**src/rtl/hi_lo_mult_div.sv**
```systemverilog
// rtl/hi_lo_mult_div.sv - iterative HI/LO multiply/divide unit
//
// Purpose: owns the HI and LO registers. MULT/MULTU/DIV/DIVU are computed over
// WIDTH+1 busy cycles (WIDTH shift steps plus one sign-fixup cycle). MTHI/MTLO
// write in a single cycle. Requests that arrive while busy are dropped.
//
// Ports:
//   clock     rising-edge clock
//   reset     asynchronous, active-high
//   start     request strobe, sampled on the rising edge
//   op        0 MULT, 1 MULTU, 2 DIV, 3 DIVU, 4 MTHI, 5 MTLO, 6-7 no-op
//   rs_value  multiplicand / dividend / MTHI-MTLO source
//   rt_value  multiplier / divisor
//   hi        HI register (product high half / remainder)
//   lo        LO register (product low half / quotient)
//   busy      operation in flight
//   done      one-cycle pulse when hi/lo were just updated by mult/div
module hi_lo_mult_div #(
  parameter int WIDTH = 32
) (
  input  logic             clock,
  input  logic             reset,
  input  logic             start,
  input  logic [2:0]       op,
  input  logic [WIDTH-1:0] rs_value,
  input  logic [WIDTH-1:0] rt_value,
  output logic [WIDTH-1:0] hi,
  output logic [WIDTH-1:0] lo,
  output logic             busy,
  output logic             done
);

  localparam int CW = $clog2(WIDTH);
  localparam logic [CW-1:0] CNT_INIT = CW'(WIDTH - 1);

  localparam logic [2:0] OP_MULT  = 3'd0;
  localparam logic [2:0] OP_DIV   = 3'd2;
  localparam logic [2:0] OP_MTHI  = 3'd4;
  localparam logic [2:0] OP_MTLO  = 3'd5;

  typedef enum logic [1:0] {
    S_IDLE,
    S_CALC,
    S_FIX
  } state_e;

  state_e           state_q, state_d;
  logic [CW-1:0]    cnt_q, cnt_d;
  // a_q: accumulator high half (mult) or partial remainder (div)
  // b_q: multiplier shifting out / dividend shifting out, quotient shifting in
  // m_q: multiplicand or divisor magnitude
  logic [WIDTH-1:0] a_q, a_d;
  logic [WIDTH-1:0] b_q, b_d;
  logic [WIDTH-1:0] m_q, m_d;
  logic [WIDTH-1:0] hi_q, hi_d;
  logic [WIDTH-1:0] lo_q, lo_d;
  logic             is_div_q, is_div_d;
  logic             neg_q, neg_d;
  logic             rem_neg_q, rem_neg_d;
  logic             div0_q, div0_d;
  logic             done_q, done_d;

  // Operand magnitudes; only MULT and DIV treat operands as signed.
  logic             signed_op;
  logic             rs_neg, rt_neg;
  logic [WIDTH-1:0] rs_mag, rt_mag;

  assign signed_op = (op == OP_MULT) || (op == OP_DIV);
  assign rs_neg    = signed_op & rs_value[WIDTH-1];
  assign rt_neg    = signed_op & rt_value[WIDTH-1];
  assign rs_mag    = rs_neg ? -rs_value : rs_value;
  assign rt_mag    = rt_neg ? -rt_value : rt_value;

  // Multiply step: conditional add into the high half, then shift the whole
  // {carry, a, b} right by one. The carry lands in the top of a.
  logic [WIDTH:0] mul_sum;
  assign mul_sum = {1'b0, a_q} + (b_q[0] ? {1'b0, m_q} : '0);

  // Restoring divide step: shift the next dividend bit into the remainder and
  // keep the difference only if it did not go negative.
  logic [WIDTH:0] div_shift;
  logic [WIDTH:0] div_diff;
  logic           div_ge;
  assign div_shift = {a_q, b_q[WIDTH-1]};
  assign div_ge    = div_shift >= {1'b0, m_q};
  assign div_diff  = div_shift - {1'b0, m_q};

  // Sign fixup applied in the FIX cycle.
  logic [2*WIDTH-1:0] prod_raw, prod_fix;
  logic [WIDTH-1:0]   quo_fix, rem_fix;
  assign prod_raw = {a_q, b_q};
  assign prod_fix = neg_q ? -prod_raw : prod_raw;
  assign quo_fix  = neg_q ? -b_q : b_q;
  assign rem_fix  = rem_neg_q ? -a_q : a_q;

  always_ff @(posedge clock or posedge reset) begin
    if (reset) begin
      state_q   <= S_IDLE;
      cnt_q     <= '0;
      a_q       <= '0;
      b_q       <= '0;
      m_q       <= '0;
      hi_q      <= '0;
      lo_q      <= '0;
      is_div_q  <= 1'b0;
      neg_q     <= 1'b0;
      rem_neg_q <= 1'b0;
      div0_q    <= 1'b0;
      done_q    <= 1'b0;
    end else begin
      state_q   <= state_d;
      cnt_q     <= cnt_d;
      a_q       <= a_d;
      b_q       <= b_d;
      m_q       <= m_d;
      hi_q      <= hi_d;
      lo_q      <= lo_d;
      is_div_q  <= is_div_d;
      neg_q     <= neg_d;
      rem_neg_q <= rem_neg_d;
      div0_q    <= div0_d;
      done_q    <= done_d;
    end
  end

  always_comb begin
    state_d   = state_q;
    cnt_d     = cnt_q;
    a_d       = a_q;
    b_d       = b_q;
    m_d       = m_q;
    hi_d      = hi_q;
    lo_d      = lo_q;
    is_div_d  = is_div_q;
    neg_d     = neg_q;
    rem_neg_d = rem_neg_q;
    div0_d    = div0_q;
    done_d    = 1'b0;

    unique case (state_q)
      S_IDLE: begin
        if (start) begin
          if (op <= 3'd3) begin
            a_d       = '0;
            b_d       = rs_mag;
            m_d       = rt_mag;
            is_div_d  = op[1];
            neg_d     = rs_neg ^ rt_neg;
            rem_neg_d = rs_neg;
            div0_d    = (rt_value == '0);
            cnt_d     = CNT_INIT;
            state_d   = S_CALC;
          end else if (op == OP_MTHI) begin
            hi_d = rs_value;
          end else if (op == OP_MTLO) begin
            lo_d = rs_value;
          end
        end
      end

      S_CALC: begin
        if (is_div_q) begin
          a_d = WIDTH'(div_ge ? div_diff : div_shift);
          b_d = {b_q[WIDTH-2:0], div_ge};
        end else begin
          a_d = mul_sum[WIDTH:1];
          b_d = {mul_sum[0], b_q[WIDTH-1:1]};
        end
        cnt_d = cnt_q - 1'b1;
        if (cnt_q == '0) begin
          state_d = S_FIX;
        end
      end

      S_FIX: begin
        if (is_div_q) begin
          // Divide by zero: the restoring loop leaves the dividend magnitude
          // as remainder, and the remainder fixup restores rs exactly; only
          // the quotient needs forcing.
          lo_d = div0_q ? '1 : quo_fix;
          hi_d = rem_fix;
        end else begin
          lo_d = prod_fix[WIDTH-1:0];
          hi_d = prod_fix[2*WIDTH-1:WIDTH];
        end
        done_d  = 1'b1;
        state_d = S_IDLE;
      end

      default: begin
        state_d = S_IDLE;
      end
    endcase
  end

  assign hi   = hi_q;
  assign lo   = lo_q;
  assign busy = (state_q != S_IDLE);
  assign done = done_q;

endmodule

```
**config.mk**
```make
export PLATFORM = sky130hd
export DESIGN_NAME = hi_lo_mult_div
export DESIGN_NICKNAME = d
export VERILOG_FILES = /design/src/rtl/hi_lo_mult_div.sv
export SDC_FILE = /design/constraint.sdc
export NUM_CORES = 1
export LEC_CHECK = 0
export BUFFER_PORTS_ARGS = -buffer_cell sky130_fd_sc_hd__buf_2
export CAP_MARGIN = 20
export CORE_MARGIN = 3
export CORE_UTILIZATION = 45
export CTS_BUF_LIST = sky130_fd_sc_hd__clkbuf_8 sky130_fd_sc_hd__clkbuf_16
export DETAILED_ROUTE_END_ITERATION = 10
export PLACE_DENSITY = 0.77
export SLEW_MARGIN = 30
export SYNTH_ARGS = -nofsm -noshare
export SYNTH_HDL_FRONTEND = slang
export SYNTH_SLANG_ARGS = --single-unit
```
**constraint.sdc**
```tcl
create_clock -name clock -period 6.2 [get_ports clock]
set_input_delay 1.86 -clock clock [delete_from_list [all_inputs] [get_ports clock]]
set_output_delay 1.86 -clock clock [all_outputs]
set_load 0.03 [all_outputs]
```
==> results of run 1 <==
==> cells by family after synthesis <==
family / after synthesis
compound gates: 583
xor+xnor: 172
fa+ha+maj: 72
buf+inv: 173
flops: 172
mux: 58
simple gates: 556
==> sequential cells by signal (all words and copies together) (netlist names) <==
name       flops
a_q           32
b_q           32
hi            32
lo            32
m_q           32
cnt_q          5
state_q        2
div0_q         1
done           1
is_div_q       1
neg_q          1
rem_neg_q      1
==> worst paths after layout <==
path	depth (start not counted)	startpoint	slack (ps)	to
setup / recovery	10	rt_value[8]	2040	m_q[28]
hold / removal	2	lo[20]	470	lo[20]
setup reg to reg	13	b_q[0]	2050	a_q[31]
hold reg to reg	2	lo[20]	470	lo[20]
max in group asynchronous	4	reset	3800	a_q[24]
min in group asynchronous	3	reset	1470	lo[6]
==> cell usage in the layout (no fill, tap or decap), drive strengths merged, types with 19 or more instances in the layout <==
| cell type | netlist | layout |
|---|---|---|
| nand2 | 243 | 243 |
| nor3 | 30 | 30 |
| a22oi | 22 | 22 |
| o22ai | 42 | 42 |
| nand3 | 26 | 26 |
| inv | 68 | 73 |
| xnor2 | 105 | 105 |
| xor2 | 67 | 67 |
| and3 | 19 | 19 |
| a21o | 31 | 31 |
| o31ai | 23 | 23 |
| buf | 9 | 153 |
| o21ai | 243 | 243 |
| ha | 70 | 70 |
| dfrtp | 172 | 172 |
| mux2i | 56 | 56 |
| nor2 | 118 | 118 |
| or3 | 19 | 19 |
| a21oi | 121 | 121 |
==> critical path, delay by kind of cell <==
family	cells	cell delay, ps
XOR/XNOR	1	160
AO/OA/AOI/OAI	2	350
AND/OR/NAND/NOR	6	2000
buffers and inverters	1	120
==> metal layers <==
layer	global-route usage	up-vias	part of all wire
met5	0	-	0.00031
met4	0.0746	2	0.025
met1	0.346	6390	0.44
li1	-	6534	-
met2	0.394	641	0.45
met3	0.0329	80	0.088
==> power by group <==
group | leakage, nW | switching, mW | total, mW | internal, mW
combinational | 4.57 | 3.83 | 6.44 | 2.61
clock | 0.274 | 0.546 | 1.08 | 0.535
sequential | 2.09 | 0.752 | 2.43 | 1.68
total | 6.94 | 5.12 | 9.95 | 4.83
==> area by class of cell <==
type / instances / share of cell area
flip-flops and latches: 172 / 0.275
clock inverters: 15 / 0.0102
repair buffers: 153 / 0.0539
multi-input cells: 1441 / 0.585
clock buffers: 17 / 0.0272
well taps: 396 / 0.0317
inverters: 68 / 0.0165
==> reports/metrics.yaml, run 1 <==
run_status:
  status: "complete, no violations"
clock_tree:
  clk_latency_ps: 460
  htree_num_levels: 4
  clock_sinks: 172
  cts.reportedPaths.clkPinSlew_ps: 80
  cts_tree: "built"
  cts_root_buf: "clkbuf_16"
  numCtsBuffers: 17
  cts_setup_buffers: 0
  hold_buffers: 0
  ctsResizeCount: 0
  clockBufferDepth: 2
floorplanning:
  rows: 64
  boundaryPins: 136
  dieArea_um2: 33500
  core_um2: 30700
  die_x_um: 183
  die_y_um: 183
  start_util: 0.458
synth:
  synth-xor-area-share: 0.107
  synth_fa_ha_area_frac: 0.0650
  synthArstFlopShare: 1.00
  synthTopCellsByArea: "dfrtp_1, o21ai_0, xnor2_1"
  ys_warn_count: 0
  yosys.area.top_type: "dfrtp_1"
  syn_inst: 1786
  synth_most_common_cell: "nand2_1"
  synth_ff_type: "dfrtp_1"
  synth_seq_cells: 172
  synth_mux_area_frac: 0.0414
  synth-edff-count: 0
  synth-seq-area-share: 0.306
  synth_nets: 1928
  synth_cell_types: 76
  synth-simple-area-share: 0.184
  syn_area_um2: 14100
  synth_top_family_by_area: "compound AO/OA/AOI/OAI gates"
  synthTopCellsByCount: "nand2_1, o21ai_0, dfrtp_1, a21oi_1, nor2_1"
  synth_compound_area_frac: 0.249
  synth.avg_cell_area_um2: 7.89
  synth_top_area_share: 0.306
hold_path:
  hold_path.class: "reg2reg"
final_layout:
  layout-drive-gt1-share: 0.117
  post-route-util: 0.509
  antenna-diode-count: 0
  design_area_um2: 15700
  stdcell_count: 2262
  area_growth_pct: 11.1
  final-seq-area_um2: 4310
  fillers: 2928
  multiInputGateArea_um2: 9160
  nets: 1995
critical_path:
  endpoint_kind: "flop"
  critPathMaxFanout: 4
  cp-start-kind: "primary input"
  arrival_ps: 4500
  crit_chain: "buf_2 > or4_1 > nor3_1 > nand2_1 > or4_1 > nor3b_1 > nand2_1 > o31ai_1 > xor2_1 > o21ai_0"
  required_ps: 6540
  critical-path-max-stage-delay_ps: 560
  crit_slowest_cell: "or4_1"
  worstSetupPathType: "in2reg"
place:
  placed_area_um2: 15000
  dp_hpwl_mm: 30.8
  place_congestion: 0.935
  port_buffers: 135
  placed_cells: 2229
  dp_slack_ps: 1570
sta:
  setup_violations: 0
  finalCritPeriodShare: 0.671
  slew_headroom: 0.401
  worst_pin_slew_ps: 895
  setup_tns_ps: 0
  hold_violations: 0
  holdWs_ps: 474
  rsz0062_at_grt: "false"
  period_minus_slack_ps: 4160
  slew_viol_final: 0
  fin_skew_ps: 16.0
  finalWorstSetupSlack_ps: 2040
  max_freq_ghz: 0.240
drt:
  drtPass1Iterations: 6
  initialDrtViolationCount: 1247
  wire_per_inst_um: 18.5
  drt-total-wl_mm: 41.9
  via_count: 13600
  drc: 0
  viasPerCell: 6.03
  ant_nets: 0
power:
  p_total_mw: 9.95
  p_leak_nw: 6.94
  ir_worst_vdd_v: 0.000305
  powerDensity_nw_per_um2: 636
global_routing:
  grt_max_degree: 173
  gr-total-overflow: 0
  grt_pass1_wl_mm: 66.8
  antenna_found_initial: 1
  grt_pass1_vias: 12700
  grt.total_usage: 0.245
flow_run:
  cap_violations: 0
Note: power is estimated with default switching activity, not from simulation.
==> run 2, diff against run 1 <==
- clock period: 6.2 -> 3.4 ns (I/O delays scaled with it)
==> reports/metrics.yaml, run 2 (synthesis results as in run 1) <==
final_layout:
  design_area_um2: 17200
  fillers: 2784
  mostFrequentLayoutCells: "nand2_1, o21ai_0, dfrtp_1"
  area_growth_pct: 22.1
  antenna-diode-count: 0
  layout-drive-gt1-share: 0.209
  layout_commonest_cell: "nand2_1"
  stdcell_count: 2411
  post-route-util: 0.559
  nets: 2144
sta:
  finalWorstSetupSlack_ps: -161
  period_minus_slack_ps: 3560
  max_freq_ghz: 0.281
  hold_violations: 0
  worst_pin_slew_ps: 892
  holdWs_ps: 478
  setup_tns_ps: -398
  fin_skew_ps: 16.2
  slew_headroom: 0.405
  finalCritPeriodShare: 1.05
  rsz0062_at_grt: "true"
  setup_violations: 6
  slew_viol_final: 0
drt:
  wire_per_inst_um: 18.4
  drt-total-wl_mm: 44.3
  viasPerCell: 5.97
  drc: 0
  initialDrtViolationCount: 1361
  via_count: 14400
  drtPass1Iterations: 6
  ant_nets: 0
clock_tree:
  htree_num_levels: 4
  hold_buffers: 0
  clockBufferDepth: 2
  cts_tree: "built"
  numCtsBuffers: 17
  cts.reportedPaths.clkPinSlew_ps: 80
  clk_latency_ps: 440
  cts_root_buf: "clkbuf_16"
  clock_sinks: 172
critical_path:
  crit_slowest_cell: "dfrtp_2"
  reg2regPathDepth: 14
  r2r_slack_ps: -160
  critPathMaxFanout: 5
  cp-start-kind: "flop"
  endpoint_kind: "flop"
  required_ps: 3730
  arrival_ps: 3890
  worst-path-buf-inv: 1
  critical-path-max-stage-delay_ps: 470
  r2r_start: "b_q[0]"
  crit_chain: "and2_4 > ha_2 > inv_2 > fa_2 > nand2b_4 > a21oi_2 > a211o_1 > a221o_1 > a31o_4 > o2bb2ai_4 > a221o_1 > a211o_1 > or3_1 > a32o_1"
  critPathTopFamily: "compound AO/OA/AOI/OAI gates"
  worstSetupPathType: "reg2reg"
  reg2reg_to: "a_q[29]"
floorplanning:
  dieArea_um2: 33500
  rows: 64
  boundaryPins: 136
  start_util: 0.458
  core_um2: 30700
  die_x_um: 183
  die_y_um: 183
hold_path:
  hold_path.startpoint: "lo[11]"
  whs_path_depth: 2
  hold_path.class: "reg2reg"
  hold_end: "lo[11]"
flow_run:
  cap_violations: 0
place:
  port_buffers: 135
  placed_cells: 2364
  placed_area_um2: 16100
  dp_hpwl_mm: 33.4
  dp_slack_ps: -214
  place_congestion: 0.962
global_routing:
  grt_max_degree: 62
  grt_pass1_vias: 13300
  gr-total-overflow: 0
  antenna_found_initial: 0
  grt_pass1_wl_mm: 69.4
  grt.total_usage: 0.254
power:
  p_total_mw: 20.1
  powerDensity_nw_per_um2: 1170
  ir_worst_vdd_v: 0.000512
  p_leak_nw: 7.78
run_status:
  violations: "setup timing"
  status: "finished with violations"
run 2: changes by cell type in the layout (fill, tap and decap cells not counted), moves of 4 or more:
cell | before | now
a21oi_1 | 121 | 116
buf_12 | 1 | 5
o21ai_2 | 1 | 7
buf_4 | 16 | 153
xnor2_2 | 0 | 7
a21oi_2 | 0 | 5
o21ai_0 | 233 | 210
xnor2_1 | 105 | 98
buf_6 | 0 | 7
o21ai_1 | 6 | 20
run 2: metal layers:
metal | wire [um] | track usage
met1 | 18900 | 0.350
met2 | 20700 | 0.429
met3 | 3870 | 0.0299
met4 | 922 | 0.0609
met5 | 0 | 0
run 2: tightest hold or removal path: stages (launching register included):
cell,delay [ps]
dfrtp_1,340
nand2_1,40
o21ai_0,60
run 2: final cells by class:
class                   instances  area (um^2)  area share
clock buffers                  17          425      0.0247
clock inverters                15          161     0.00939
inverters                      68          262      0.0152
multi-input cells            1441         9520       0.554
flip-flops and latches        172         4310       0.251
well taps                     396          495      0.0288
repair buffers                301         2020       0.117
repair inverters                1         7.51    0.000437
run 2: worst max-delay path by stage:
stage / from / end / slack (ps) / cells after the start
after floorplan: b_q[0] / a_q[29] / -90 / 14
after global placement: rt_value[8] / m_q[28] / -170 / 10
after detailed placement: rt_value[8] / m_q[28] / -210 / 10
after CTS: b_q[0] / a_q[29] / -120 / 14
after global routing: b_q[0] / a_q[29] / -230 / 14
final: b_q[0] / a_q[29] / -160 / 14
run 2: power by group:
| group | switching, mW | internal, mW |
|---|---|---|
| Combinational | 7.88 | 6.06 |
| Clock | 0.981 | 0.979 |
| Sequential | 1.16 | 3.07 |
| Total | 10.0 | 10.1 |
run 2: timing repair:
item | 4_1_cts | 5_1_grt
pin swaps | 4 | 44
buffers inserted | 3 | 11
gates resized for setup | 21 | 82
cloned | 0 | 1
endpoints found under the setup margin | 24 | 59
